`config.mk`:
```
export PLATFORM = sky130hd
export DESIGN_NAME = mp3_stream_fetch_flat
export DESIGN_NICKNAME = d
export VERILOG_FILES = /design/src/rtl/mp3_pkg.sv /design/src/rtl/mp3_stream_fetch_if.sv /design/src/rtl/mp3_byte_fifo.sv /design/src/rtl/mp3_stream_fetch.sv /design/src/flat_wrapper.sv
export SDC_FILE = /design/constraint.sdc
export NUM_CORES = 1
export LEC_CHECK = 0
export CELL_PAD_IN_SITES_DETAIL_PLACEMENT = 1
export CELL_PAD_IN_SITES_GLOBAL_PLACEMENT = 2
export CORE_UTILIZATION = 37
export DETAILED_ROUTE_END_ITERATION = 12
export GPL_ROUTABILITY_DRIVEN = 0
export PLACE_DENSITY = 0.85
export SLEW_MARGIN = 20
export SYNTH_ARGS = -nofsm -noshare
export SYNTH_HDL_FRONTEND = slang
export SYNTH_HIERARCHICAL = 1
export SYNTH_SLANG_ARGS = --single-unit
```
`constraint.sdc`:
```
create_clock -name clk -period 5 [get_ports clk]
set_input_delay 1.25 -clock clk [delete_from_list [all_inputs] [get_ports clk]]
set_output_delay 1.25 -clock clk [all_outputs]
set_load 0.02 [all_outputs]
```
`src/rtl/mp3_pkg.sv`:
```
// mp3_pkg
//   Shared definitions for the MP3 stream fetcher: the song address table,
//   the fetch FSM state type and default sizing.
//   song_base(id) / song_len(id) return the ROM byte address and length of
//   one of eight songs. Every entry satisfies base + len <= 2**SONG_AW, so
//   address arithmetic never wraps.
package mp3_pkg;

  localparam int ROM_AW_DEF     = 17;
  localparam int FIFO_DEPTH_DEF = 4;
  localparam int SONG_AW        = 17;

  typedef enum logic [1:0] {
    IDLE  = 2'd0,
    PLAY  = 2'd1,
    DRAIN = 2'd2
  } state_t;

  function automatic logic [SONG_AW-1:0] song_base(input logic [2:0] id);
    logic [SONG_AW-1:0] b;
    case (id)
      3'd0:    b = 17'h00000;
      3'd1:    b = 17'h00100;
      3'd2:    b = 17'h00200;
      3'd3:    b = 17'h00300;
      3'd4:    b = 17'h00400;
      3'd5:    b = 17'h00500;
      3'd6:    b = 17'h00600;
      default: b = 17'h1FFF0;  // last song ends exactly at the top of the ROM
    endcase
    return b;
  endfunction

  function automatic logic [SONG_AW-1:0] song_len(input logic [2:0] id);
    logic [SONG_AW-1:0] l;
    case (id)
      3'd0:    l = 17'd100;
      3'd1:    l = 17'd40;
      3'd2:    l = 17'd5;
      3'd3:    l = 17'd20;
      3'd4:    l = 17'd0;   // empty slot
      3'd5:    l = 17'd1;
      3'd6:    l = 17'd30;
      default: l = 17'd16;
    endcase
    return l;
  endfunction

endpackage

```
`src/rtl/mp3_stream_fetch_if.sv`:
```
// mp3_stream_fetch_if
//   Bus bundle of the stream fetcher: the synchronous ROM read port and the
//   outgoing byte stream.
//   ROM port : rom_en/rom_addr from the fetcher, rom_data returns exactly one
//              cycle after a cycle with rom_en=1.
//   Stream   : a byte moves on every cycle where dout_valid && dout_ready are
//              both high. Once dout_valid rises, dout and dout_valid hold
//              until that transfer happens (a flush is the only exception:
//              it drops dout_valid without a transfer).
//   master = fetcher side, slave = ROM + consumer side.
interface mp3_stream_fetch_if #(
  parameter int ROM_AW = 17
);
  logic              rom_en;
  logic [ROM_AW-1:0] rom_addr;
  logic [7:0]        rom_data;
  logic [7:0]        dout;
  logic              dout_valid;
  logic              dout_ready;

  modport master (
    output rom_en, rom_addr, dout, dout_valid,
    input  rom_data, dout_ready
  );

  modport slave (
    input  rom_en, rom_addr, dout, dout_valid,
    output rom_data, dout_ready
  );
endinterface

```
`src/rtl/mp3_byte_fifo.sv`:
```
// mp3_byte_fifo
//   Show-ahead byte FIFO with registered head outputs.
//   Ports: clk, rst (sync, active low), flush (empties the FIFO, wins over
//   push), push/din (write), ready (consumer accept), dout/dout_valid
//   (registered head), count (entries held, head included).
//   A pop happens on dout_valid && ready. Push and pop may coincide.
//   The caller guarantees no push into a full FIFO without a same-cycle pop.
module mp3_byte_fifo #(
  parameter int DEPTH = 4,
  localparam int AW = $clog2(DEPTH),
  localparam int CW = AW + 1
) (
  input  logic          clk,
  input  logic          rst,
  input  logic          flush,
  input  logic          push,
  input  logic [7:0]    din,
  input  logic          ready,
  output logic [7:0]    dout,
  output logic          dout_valid,
  output logic [CW-1:0] count
);

  logic [7:0]    mem [DEPTH];
  logic [AW-1:0] wr_ptr;
  logic [AW-1:0] rd_ptr;
  logic          pop;
  logic [AW-1:0] rd_ptr_nx;
  logic [CW-1:0] count_nx;
  logic [7:0]    head_nx;

  assign pop = dout_valid & ready;

  // The head register is loaded with what the head will be after this edge,
  // so a byte written into an empty (or emptying) FIFO bypasses the array.
  always_comb begin
    rd_ptr_nx = rd_ptr + AW'(pop);
    count_nx  = count + CW'(push) - CW'(pop);
    head_nx   = mem[rd_ptr_nx];
    if (push && ((count - CW'(pop)) == '0)) head_nx = din;
  end

  always_ff @(posedge clk) begin
    if (push && !flush) mem[wr_ptr] <= din;
  end

  always_ff @(posedge clk) begin
    if (!rst) begin
      wr_ptr     <= '0;
      rd_ptr     <= '0;
      count      <= '0;
      dout       <= '0;
      dout_valid <= 1'b0;
    end else if (flush) begin
      wr_ptr     <= '0;
      rd_ptr     <= '0;
      count      <= '0;
      dout_valid <= 1'b0;
    end else begin
      if (push) wr_ptr <= wr_ptr + AW'(1);
      rd_ptr     <= rd_ptr_nx;
      count      <= count_nx;
      dout_valid <= (count_nx != '0);
      if (count_nx != '0) dout <= head_nx;
    end
  end

endmodule

```
`src/rtl/mp3_stream_fetch.sv`:
```
// mp3_stream_fetch
//   Fetches the bytes of one of eight songs from a synchronous ROM and offers
//   them as a byte stream through a small FIFO.
//   Ports: clk, rst (sync, active low), start (level; rising edge launches),
//   music_id (song select), busy (PLAY or DRAIN), song_done (1-cycle pulse
//   after the last byte transfers), state_dbg (FSM state), bus (ROM read
//   port + output stream, master side).
//   Read credit: FIFO entries + reads not yet pushed never exceed
//   FIFO_DEPTH, so the FIFO can never overflow.
module mp3_stream_fetch
  import mp3_pkg::*;
#(
  parameter int ROM_AW     = ROM_AW_DEF,
  parameter int FIFO_DEPTH = FIFO_DEPTH_DEF
) (
  input  logic                clk,
  input  logic                rst,
  input  logic                start,
  input  logic [2:0]          music_id,
  output logic                busy,
  output logic                song_done,
  output state_t              state_dbg,
  mp3_stream_fetch_if.master  bus
);

  localparam int CW = $clog2(FIFO_DEPTH) + 1;

  state_t            state;
  logic [2:0]        id;
  logic [ROM_AW-1:0] off;        // reads issued so far for the current song
  logic              rom_en_q;
  logic [ROM_AW-1:0] rom_addr_q;
  logic              pending;    // rom_data carries a byte to push this cycle
  logic              start_q;
  logic              song_done_q;

  logic              start_rise;
  logic              active;
  logic              abort;
  logic              change;
  logic              flush;
  logic              pop;
  logic              launch;
  logic [CW-1:0]     fifo_count;
  logic [CW-1:0]     count_nx;
  logic [CW-1:0]     occ_nx;
  logic              can_issue;
  logic              drain_done;
  logic [7:0]        fifo_dout;
  logic              fifo_valid;

  assign start_rise = start & ~start_q;
  assign active     = (state != IDLE);
  assign abort      = active & ~start;
  assign change     = active & start & (music_id != id);
  assign flush      = abort | change;
  assign launch     = change | ((state == IDLE) & start_rise);
  assign pop        = fifo_valid & bus.dout_ready;

  // FIFO level after this edge, plus the read issued this cycle (it turns
  // into the pending return next cycle). A new read is allowed only if it
  // still fits.
  assign count_nx   = fifo_count + CW'(pending) - CW'(pop);
  assign occ_nx     = count_nx + CW'(rom_en_q);
  assign can_issue  = (occ_nx < CW'(FIFO_DEPTH));
  assign drain_done = ~pending & ~rom_en_q & (count_nx == '0);

  mp3_byte_fifo #(
    .DEPTH (FIFO_DEPTH)
  ) u_fifo (
    .clk        (clk),
    .rst        (rst),
    .flush      (flush),
    .push       (pending),
    .din        (bus.rom_data),
    .ready      (bus.dout_ready),
    .dout       (fifo_dout),
    .dout_valid (fifo_valid),
    .count      (fifo_count)
  );

  always_ff @(posedge clk) begin
    if (!rst) begin
      state       <= IDLE;
      id          <= '0;
      off         <= '0;
      rom_en_q    <= 1'b0;
      rom_addr_q  <= '0;
      pending     <= 1'b0;
      start_q     <= start;
      song_done_q <= 1'b0;
    end else begin
      start_q     <= start;
      song_done_q <= 1'b0;
      rom_en_q    <= 1'b0;
      pending     <= rom_en_q;
      if (abort) begin
        state   <= IDLE;
        pending <= 1'b0;
      end else if (launch) begin
        id      <= music_id;
        pending <= 1'b0;
        if (song_len(music_id) == '0) begin
          state       <= IDLE;
          song_done_q <= 1'b1;
        end else begin
          // First read goes out in the cycle PLAY becomes visible.
          state      <= PLAY;
          rom_en_q   <= 1'b1;
          rom_addr_q <= ROM_AW'(song_base(music_id));
          off        <= ROM_AW'(1);
        end
      end else begin
        case (state)
          PLAY: begin
            if (off == ROM_AW'(song_len(id))) begin
              state <= DRAIN;
            end else if (can_issue) begin
              rom_en_q   <= 1'b1;
              rom_addr_q <= ROM_AW'(song_base(id)) + off;
              off        <= off + ROM_AW'(1);
            end
          end
          DRAIN: begin
            if (drain_done) begin
              state       <= IDLE;
              song_done_q <= 1'b1;
            end
          end
          default: ;
        endcase
      end
    end
  end

  assign bus.rom_en     = rom_en_q;
  assign bus.rom_addr   = rom_addr_q;
  assign bus.dout       = fifo_dout;
  assign bus.dout_valid = fifo_valid;
  assign busy           = active;
  assign song_done      = song_done_q;
  assign state_dbg      = state;

endmodule

```
`src/flat_wrapper.sv`:
```
// flat-port wrapper written by rule: the top's interface ports become plain ports
module mp3_stream_fetch_flat import mp3_pkg::*;
#(
  parameter int ROM_AW     = ROM_AW_DEF,
  parameter int FIFO_DEPTH = FIFO_DEPTH_DEF
)
  (clk, rst, start, music_id, busy, song_done, state_dbg, bus_rom_en, bus_rom_addr, bus_dout, bus_dout_valid, bus_rom_data, bus_dout_ready);
  mp3_stream_fetch_if #(.ROM_AW(ROM_AW)) bus_i ();
  input  logic clk;
  input  logic rst;
  input  logic start;
  input  logic [2:0] music_id;
  output logic busy;
  output logic song_done;
  output state_t state_dbg;
  output wire logic [$bits(bus_i.rom_en)-1:0] bus_rom_en;
  output wire logic [$bits(bus_i.rom_addr)-1:0] bus_rom_addr;
  output wire logic [$bits(bus_i.dout)-1:0] bus_dout;
  output wire logic [$bits(bus_i.dout_valid)-1:0] bus_dout_valid;
  input wire logic [$bits(bus_i.rom_data)-1:0] bus_rom_data;
  input wire logic [$bits(bus_i.dout_ready)-1:0] bus_dout_ready;
  assign bus_rom_en = bus_i.rom_en;
  assign bus_rom_addr = bus_i.rom_addr;
  assign bus_dout = bus_i.dout;
  assign bus_dout_valid = bus_i.dout_valid;
  assign bus_i.rom_data = bus_rom_data;
  assign bus_i.dout_ready = bus_dout_ready;
  mp3_stream_fetch #(.ROM_AW(ROM_AW), .FIFO_DEPTH(FIFO_DEPTH)) u_core (.clk(clk), .rst(rst), .start(start), .music_id(music_id), .busy(busy), .song_done(song_done), .state_dbg(state_dbg), .bus(bus_i));
endmodule
```
==> results_dict.tcl, run 1 <==
set metrics [dict create \
    path_clk_slew_ns 0.06 \
    dr.pass1.iters 4 \
    wl_per_cell_um 17.0 \
    crit_required_ns 5.22 \
    p_leak_nw 2.10 \
    reg2reg_from "u_core/id[2]" \
    num_vias 3525 \
    overflow 0 \
    syn_avg_cell_area_um2 10.4 \
    total_power_mw 2.10 \
    core_um2 12600 \
    yosysSeqAreaShare_pct 44.8 \
    place_ws_ns 0.341 \
    ios 46 \
    track_usage_pct 18.4 \
    area_growth_pct 17.2 \
    viasPerCell 5.28 \
    rsz0062_at_grt "false" \
    fp-row-count 41 \
    numPlacedInstances 652 \
    maxSlewViolCount 0 \
    setup_viol 0 \
    cts.sink_count 91 \
    antenna_left 0 \
    synthCells 458 \
    clk-insertion-delay-late_ns 0.35 \
    fin_crit_sh_pct 86.7 \
    synth_cell_type_count 68 \
    detailed_place_hpwl_mm 8.16 \
    worstMarginPinSlew_ns 0.674 \
    worst-path-max-fanout 10 \
    io_buffer_count 45 \
    relSlewSlack_pct 54.9 \
    min_path_cells 2 \
    wl_mm 11.3 \
    startpoint_type "primary input" \
    critPathKind "in2reg" \
    syn_area_um2 4780 \
    synth_edf_count 32 \
    ys_async_sr_fraction_pct 0 \
    grt_pass1_wl_mm 18.7 \
    regToRegSetupSlack_ns 1.68 \
    cts_max_path_buffers 2 \
    r2r_end "u_core/bus.rom_addr[16]" \
    min_to "u_core/bus.rom_addr[1]" \
    cts-htree-levels 3 \
    die_x_um 116 \
    cp_cell_sequence "clkdlybuf4s50_1, and2_1, ha_1, inv_1, ha_1, inv_1, fa_1, nand3b_1, xor2_1, nor2_1, a32oi_2, nand2_1, buf_4, o21ai_0, a21oi_1" \
    stdcell_count 668 \
    dr_wl_met3_um 358 \
    hold_class "reg2reg" \
    fin_area_um2 5600 \
    hp-start "u_core/bus.rom_addr[1]" \
    hold_buffers 0 \
    antenna_found_initial 0 \
    fin_hold_ws_ns 0.465 \
    wl_met1_mm 5.00 \
    start_util_pct 37.9 \
    die_h_um 116 \
    cts_buffers 9 \
    top_layer_used "met4" \
    post-cts-setup-buffers 0 \
    cp-end-kind "flip-flop" \
    postLayoutSetupSlackWorst_ns 0.665 \
    synth_warnings 6 \
    hold_viol 0 \
    synth_ff_type "dfxtp_1" \
    fin_skew_ns 0.00767 \
    dr_wl_met2_mm 5.81 \
    n_antenna_cell 0 \
    syn_nets 489 \
    ir_worst_vdd_v 0.000182 \
    period_needed_ns 4.34 \
    powerDensity_nw_per_um2 375 \
    arrival_ns 4.55 \
    cts_resized 0 \
    drt_iter0_drc 125 \
    finalSetupTns_ns 0 \
    ys_ff_latch 91 \
    status "finished clean" \
    root_buffer "clkbuf_16" \
    nNetsFinal 522 \
    grt_start_max_net_pins 30 \
    drive_gt1_share_pct 9.07 \
    drc 0 \
    die_area_um2 13400 \
    cts_tree "yes" \
    worst-r2r-cell-count 10 \
    placed_area_um2 5290 \
    grt_pass1_vias 3774 \
    cpPeakStageDelay_ns 0.46 \
    fmax_ghz 0.231 \
    crit_path_top_delay_cell "clkdlybuf4s50_1" \
    postLayoutCoreUtil_pct 44.4 \
    drv_cap 0 \
]
## worst max-delay path: cells and delay by family
family | cells | cell delay [ns]
adder cells (fa/ha/maj) | 3 | 0.84
buffers and inverters | 4 | 0.84
XOR/XNOR | 1 | 0.38
AO/OA/AOI/OAI | 3 | 0.48
AND/OR/NAND/NOR | 4 | 0.74
## synth_stat cells (4+ instances only)
library cell | number | area, µm²
dfxtp_1 | 59 | 1180
or3_1 | 6 | 37.5
inv_1 | 15 | 56.3
nor4_1 | 4 | 25.0
nor2_1 | 30 | 113
nand2_1 | 39 | 146
xor2_1 | 4 | 35.0
edfxtp_1 | 32 | 961
mux4_2 | 8 | 180
nand3_1 | 11 | 55.1
mux2i_1 | 15 | 150
clkbuf_1 | 13 | 48.8
xnor2_1 | 21 | 184
or4_1 | 6 | 45.0
and2_1 | 12 | 75.1
and3_1 | 6 | 37.5
o21ai_0 | 24 | 120
nand3b_1 | 5 | 37.5
xor2_2 | 4 | 65.1
nor3_1 | 6 | 30.0
ha_1 | 14 | 175
a21oi_1 | 43 | 215
buf_2 | 5 | 25.0
buf_6 | 5 | 56.3
## final cells by class
| type | count | area, µm² |
|---|---|---|
| fillers | 1446 | 7020 |
| multi-input cells | 325 | 2390 |
| flip-flops and latches | 91 | 2140 |
| repair buffers | 49 | 480 |
| clock buffers | 11 | 233 |
| well taps | 172 | 215 |
| clock inverters | 5 | 85.1 |
| inverters | 15 | 56.3 |
## state kept, by name, summed over array words and instances, names as in the netlist
register and cells:
u_core/u_fifo/count 3, u_core/state_dbg 2, u_core/u_fifo/mem 32, u_core/off 17
u_core/id 3, u_core/song_done 1, u_core/pending 1, u_core/u_fifo/wr_ptr 2
u_core/u_fifo/rd_ptr 2, u_core/start_q 1, u_core/u_fifo/dout_valid 1, u_core/bus.rom_addr 17
u_core/bus.rom_en 1, u_core/u_fifo/dout 8
## layer usage
metal	GRT usage [%]	vias to the layer above
li1	-	1718
met5	0	-
met2	33.1	42
met4	7.09	0
met3	4.08	13
met1	21.3	1752
## report_power, final
part           internal, mW  switching (mW)
logic                 0.227           0.278
clock network         0.442           0.293
registers             0.819          0.0421
total                  1.49           0.613
## cell families after synthesis
logic type | after synthesis | synth area share, %
buffers and inverters | 42 | 5.16
and+or+nand+nor | 149 | 16.9
adders and majority gates | 17 | 4.71
muxes | 23 | 6.91
DFF | 91 | 44.8
AOI/OAI and AO/OA | 105 | 14.6
xor gates and xnor gates | 31 | 6.94
## worst max path at each step
stage | slack (ns) | end | depth (start not counted) | from
2_1_floorplan | 1.13 | u_core/off[15] | 13 | bus_dout_ready
6_report | 0.66 | u_core/bus.rom_addr[13] | 15 | bus_dout_ready
3_5_place_dp | 0.34 | u_core/off[13] | 15 | bus_dout_ready
5_1_grt | 0.39 | u_core/bus.rom_addr[16] | 15 | bus_dout_ready
4_1_cts | 0.68 | u_core/off[13] | 15 | bus_dout_ready
3_3_place_gp | 0.40 | u_core/off[13] | 15 | bus_dout_ready
## placed cells by master, fill, tap and decap left out, types with 11 or more instances in the layout
cell	netlist	final
and2_1	12	12
clkdlybuf4s50_1	0	45
nor2_1	30	30
nand3_1	11	11
nand2_1	39	39
ha_1	14	14
mux2i_1	15	15
edfxtp_1	32	32
o21ai_0	24	24
inv_1	15	15
a21oi_1	43	43
dfxtp_1	59	59
xnor2_1	21	21
No activity file was read; power rests on OpenSTA's default activity.
==> run 2: changes to the inputs <==
--- a/config.mk
+++ b/config.mk
@@ -7,10 +7,11 @@
 export LEC_CHECK = 0
 export CELL_PAD_IN_SITES_DETAIL_PLACEMENT = 1
 export CELL_PAD_IN_SITES_GLOBAL_PLACEMENT = 2
+export CORE_MARGIN = 2
 export CORE_UTILIZATION = 37
 export DETAILED_ROUTE_END_ITERATION = 12
 export GPL_ROUTABILITY_DRIVEN = 0
-export PLACE_DENSITY = 0.85
+export PLACE_DENSITY = 0.87
 export SLEW_MARGIN = 20
 export SYNTH_ARGS = -nofsm -noshare
 export SYNTH_HDL_FRONTEND = slang
==> run 2 against run 1 <==
Compared with the run above: cell area fell by 0.29%; global-route usage shrank 1.1 points; power decreased by 0.58%; maximum frequency fell by 2.3%; critical path type unchanged; wire length up 1.5%; clock skew shrank 0.00090 ns; die area up 3.5%; first-iteration DRC count grew 46%; non-clock buffer count shrank 2; flip-flop and latch count unchanged; combinational power decreased by 1%; critical path depth stayed put.
==> results_dict.tcl, run 2 (synthesis results as in run 1) <==
set metrics [dict create \
    area_growth_pct 16.9 \
    arrival_ns 4.65 \
    seqPwrFrac_pct 41.4 \
    crit_path_top_delay_cell "clkdlybuf4s50_1" \
    cts_buffers 9 \
    num_vias 3470 \
    p_leak_nw 2.10 \
    ir_worst_vdd_v 0.000173 \
    cp-end-kind "flip-flop" \
    n_antenna_cell 0 \
    switching_share_pct 30.3 \
    finalSetupTns_ns 0 \
    ios 46 \
    total_power_mw 2.09 \
    start_util_pct 37.9 \
    wl_per_cell_um 17.3 \
    wl_mm 11.5 \
    antenna_left 0 \
    clk-insertion-delay-late_ns 0.34 \
    max_flop_register "u_core/u_fifo/mem" \
    io_buffer_count 45 \
    cts.sink_count 91 \
    power.internal_mw 1.46 \
    grt_start_max_net_pins 30 \
    grt_pass1_vias 3648 \
    viasPerCell 5.21 \
    drc 0 \
    crit_required_ns 5.21 \
    hold_buffers 0 \
    fillers 1423 \
    fin_crit_sh_pct 88.7 \
    nNetsFinal 520 \
    fin_skew_ns 0.00677 \
    min_path_cells 2 \
    setup_viol 0 \
    root_buffer "clkbuf_16" \
    seq_area_um2 2140 \
    fmax_ghz 0.225 \
    die_h_um 118 \
    cts_resized 0 \
    drive_gt1_share_pct 9.11 \
    multiInputGateArea_um2 2390 \
    layout_commonest_cell "dfxtp_1" \
    period_needed_ns 4.44 \
    drt_iter0_drc 183 \
    largest_reg_flops 32 \
    fp-row-count 41 \
    cp_cell_sequence "clkdlybuf4s50_1, and2_1, ha_1, inv_1, ha_1, inv_1, fa_1, nand3b_1, xor2_1, nor2_1, a32oi_2, nand2_1, buf_4, o21ai_0, a21oi_1" \
    die_x_um 118 \
    worst-path-max-fanout 17 \
    track_usage_pct 17.3 \
    cts_tree "yes" \
    numPlacedInstances 650 \
    rsz0062_at_grt "false" \
    antenna_found_initial 0 \
    comb_power_share_pct 23.9 \
    core_um2 12600 \
    status "finished clean" \
    path_clk_slew_ns 0.07 \
    switching_power_mw 0.632 \
    worst-r2r-cell-count 14 \
    cpPeakStageDelay_ns 0.46 \
    fin_hold_ws_ns 0.467 \
    hold_viol 0 \
    cts-htree-levels 3 \
    layout_common_cells "dfxtp_1 (59), clkdlybuf4s50_1 (45), a21oi_1 (43)" \
    worstMarginPinSlew_ns 0.673 \
    die_area_um2 13800 \
    maxSlewViolCount 0 \
    cts_max_path_buffers 2 \
    startpoint_type "primary input" \
    post-cts-setup-buffers 0 \
    relSlewSlack_pct 54.9 \
    drv_cap 0 \
    powerDensity_nw_per_um2 374 \
    p_clk_share_pct 34.7 \
    grt_pass1_wl_mm 19.3 \
    detailed_place_hpwl_mm 8.19 \
    dr.pass1.iters 4 \
    hold_class "reg2reg" \
    stdcell_count 666 \
    postLayoutSetupSlackWorst_ns 0.565 \
    critPathKind "in2reg" \
    place_ws_ns 0.282 \
    overflow 0 \
]
## run 2: cell count changes in the layout (fill, tap and decap cells not counted), sizes merged
| cell | change |
|---|---|
| clkbuf | -1 |
| bufinv | -1 |
| inv | +2 |
| buf | -2 |
## run 2: metal layers
layer  routed length [µm]  up-vias  track usage, %
met2                 5970       38            31.0
met3                  234        7            3.05
met5                    0        -               0
li1                     -     1702               -
met1                 5200     1723            21.3
met4                  114        0            4.74
## run 2: layout make-up
type / count / share of cell area (%)
Clock buffer: 10 / 4.28
Clock inverter: 6 / 1.39
Inverter: 15 / 1.01
Multi-Input combinational cell: 325 / 42.8
Sequential cell: 91 / 38.3
Tap cell: 172 / 3.85
Timing Repair Buffer: 47 / 8.33
## run 2: final timing paths
path / start / endpoint / slack (ns)
worst max register to register: u_core/u_fifo/dout_valid / u_core/bus.rom_addr[15] / 1.59
worst min register to register: u_core/bus.rom_addr[1] / u_core/bus.rom_addr[1] / 0.47
worst max-delay path: bus_dout_ready / u_core/bus.rom_addr[15] / 0.56
worst min-delay path: u_core/bus.rom_addr[1] / u_core/bus.rom_addr[1] / 0.47
## run 2: worst max-delay path: cells and delay by family
| kind | cells | cell delay [ns] |
|---|---|---|
| buffers and inverters | 4 | 0.85 |
| adder cells (fa/ha/maj) | 3 | 0.87 |
| AND/OR/NAND/NOR | 4 | 0.66 |
| AO/OA/AOI/OAI | 3 | 0.64 |
| XOR/XNOR | 1 | 0.37 |
## run 2: power groups by stage
stage | clock, mW | combinational, mW | sequential, mW
after CTS | 0.739 | 0.508 | 0.865
after detailed placement | 0 | 0.502 | 0.880
after global placement | 0 | 0.484 | 0.875
final | 0.724 | 0.500 | 0.865
after global routing | 0.772 | 0.546 | 0.872
after floorplan | 0 | 0.329 | 0.910
## run 2: per-stage QoR
stage	area, µm²	utilization (%)
CTS	5590	44.3
global route	5590	44.3
finish	5590	44.3
detailed placement	5270	41.8
floorplan	4780	-
global placement	5270	41.8
==> run 3: changes to the inputs <==
--- a/config.mk
+++ b/config.mk
@@ -12,6 +12,8 @@
 export DETAILED_ROUTE_END_ITERATION = 12
 export GPL_ROUTABILITY_DRIVEN = 0
 export PLACE_DENSITY = 0.87
+export RECOVER_POWER = 50
+export SKIP_CTS_REPAIR_TIMING = 1
 export SLEW_MARGIN = 20
 export SYNTH_ARGS = -nofsm -noshare
 export SYNTH_HDL_FRONTEND = slang
==> run 3 against run 2 <==
Compared with the run above: first-iteration DRC count grew 14%; global-route usage did not move; cell area down 0.60%; clock power hardly changed; hold slack lost 0.0027 ns; wire length is essentially flat; core utilization down 0.27 points; critical path type unchanged.
==> results_dict.tcl, run 3 (synthesis results as in run 1) <==
set metrics [dict create \
    switching_share_pct 30.2 \
    antenna_left 0 \
    hold_viol 0 \
    fp-row-count 41 \
    cts.sink_count 91 \
    total_power_mw 2.05 \
    fin_area_um2 5550 \
    wl_mm 11.5 \
    rsz0062_at_grt "false" \
    crit_required_ns 5.21 \
    drv_cap 0 \
    max_flop_register "u_core/u_fifo/mem" \
    cp_cell_sequence "clkdlybuf4s50_1, and2_1, ha_1, inv_1, ha_1, inv_1, fa_1, nand3b_1, xor2_1, nor2_1, a32oi_2, nand2_1, buf_4, o21ai_0, a21oi_1" \
    seqPwrFrac_pct 42.0 \
    grt_pass1_vias 3648 \
    setup_viol 0 \
    period_needed_ns 4.45 \
    fin_skew_ns 0.00643 \
    placed_area_um2 5270 \
    powerDensity_nw_per_um2 370 \
    drt_iter0_drc 208 \
    core_um2 12600 \
    antenna_found_initial 0 \
    cts_tree "yes" \
    dr.pass1.iters 4 \
    postLayoutSetupSlackWorst_ns 0.549 \
    io_buffer_count 45 \
    detailed_place_hpwl_mm 8.19 \
    maxSlewViolCount 0 \
    startpoint_type "primary input" \
    viasPerCell 5.23 \
    grt_start_max_net_pins 30 \
    cp-end-kind "flip-flop" \
    die_x_um 118 \
    drive_gt1_share_pct 8.50 \
    root_buffer "clkbuf_16" \
    clk-insertion-delay-late_ns 0.34 \
    fillers 1427 \
    n_antenna_cell 0 \
    power.internal_mw 1.43 \
    comb_power_share_pct 22.8 \
    nNetsFinal 520 \
    p_clk_share_pct 35.1 \
    num_vias 3480 \
    critPathKind "in2reg" \
    seq_area_um2 2140 \
    arrival_ns 4.66 \
    grt_pass1_wl_mm 19.3 \
    start_util_pct 37.9 \
    worstMarginPinSlew_ns 1.22 \
    crit_path_top_delay_cell "clkdlybuf4s50_1" \
    fmax_ghz 0.225 \
    worst-path-max-fanout 17 \
    wl_per_cell_um 17.3 \
    multiInputGateArea_um2 2360 \
    cts_buffers 9 \
    cpPeakStageDelay_ns 0.46 \
    largest_reg_flops 32 \
    status "finished clean" \
    hold_class "reg2reg" \
    cts-htree-levels 3 \
    ios 46 \
    cts_max_path_buffers 2 \
    overflow 0 \
    switching_power_mw 0.621 \
    layout_commonest_cell "dfxtp_1" \
    finalSetupTns_ns 0 \
    place_ws_ns 0.282 \
    relSlewSlack_pct 18.4 \
    die_area_um2 13800 \
    path_clk_slew_ns 0.07 \
    fin_crit_sh_pct 89.0 \
    layout_common_cells "dfxtp_1 (59), a21oi_1 (44), dlygate4sd3_1 (41)" \
    track_usage_pct 17.3 \
    drc 0 \
    ir_worst_vdd_v 0.000173 \
    die_h_um 118 \
    p_leak_nw 2.17 \
    area_growth_pct 16.2 \
]
run 3: path summary, 6_finish.rpt:
| path | from | end | slack, ns | cells after the start |
|---|---|---|---|---|
| setup reg to reg | u_core/u_fifo/dout_valid | u_core/bus.rom_addr[15] | 1.57 | 14 |
| hold / removal | u_core/bus.rom_addr[1] | u_core/bus.rom_addr[1] | 0.46 | 2 |
| hold reg to reg | u_core/bus.rom_addr[1] | u_core/bus.rom_addr[1] | 0.46 | 2 |
| setup / recovery | bus_dout_ready | u_core/bus.rom_addr[15] | 0.55 | 15 |
run 3: per-layer routing:
layer | track usage [%] | up-vias | wire (µm)
li1 | - | 1702 | -
met1 | 21.3 | 1731 | 5210
met2 | 31.0 | 40 | 5970
met3 | 3.05 | 7 | 234
met4 | 4.74 | 0 | 114
met5 | 0 | - | 0
run 3: through the flow:
step / hold slack (ns) / instances / utilization (%)
after floorplan: 0.470 / 458 / -
after global placement: 0.452 / 650 / 41.8
after detailed placement: 0.455 / 650 / 41.8
after CTS: 0.474 / 666 / 44.3
after global routing: 0.505 / 666 / 44.0
final: 0.464 / 666 / 44.0
run 3: power by group through the flow:
stage	clock (mW)	combinational, mW	sequential (mW)
2_1_floorplan	0	0.329	0.910
3_3_place_gp	0	0.484	0.875
3_5_place_dp	0	0.502	0.880
4_1_cts	0.739	0.508	0.865
5_1_grt	0.772	0.515	0.870
6_report	0.722	0.469	0.863
run 3: cell type report:
type	count	share of cell area, %
clock inverters	6	1.40
well taps	172	3.88
multi-input cells	325	42.5
flip-flops and latches	91	38.6
inverters	15	1.01
clock buffers	10	4.30
repair buffers	47	8.38
run 3: worst max-delay path, delay by kind of cell:
family / cells / cell delay [ns]
AND/OR/NAND/NOR: 4 / 0.66
adder cells (fa/ha/maj): 3 / 0.87
AO/OA/AOI/OAI: 3 / 0.64
XOR/XNOR: 1 / 0.39
buffers and inverters: 4 / 0.85
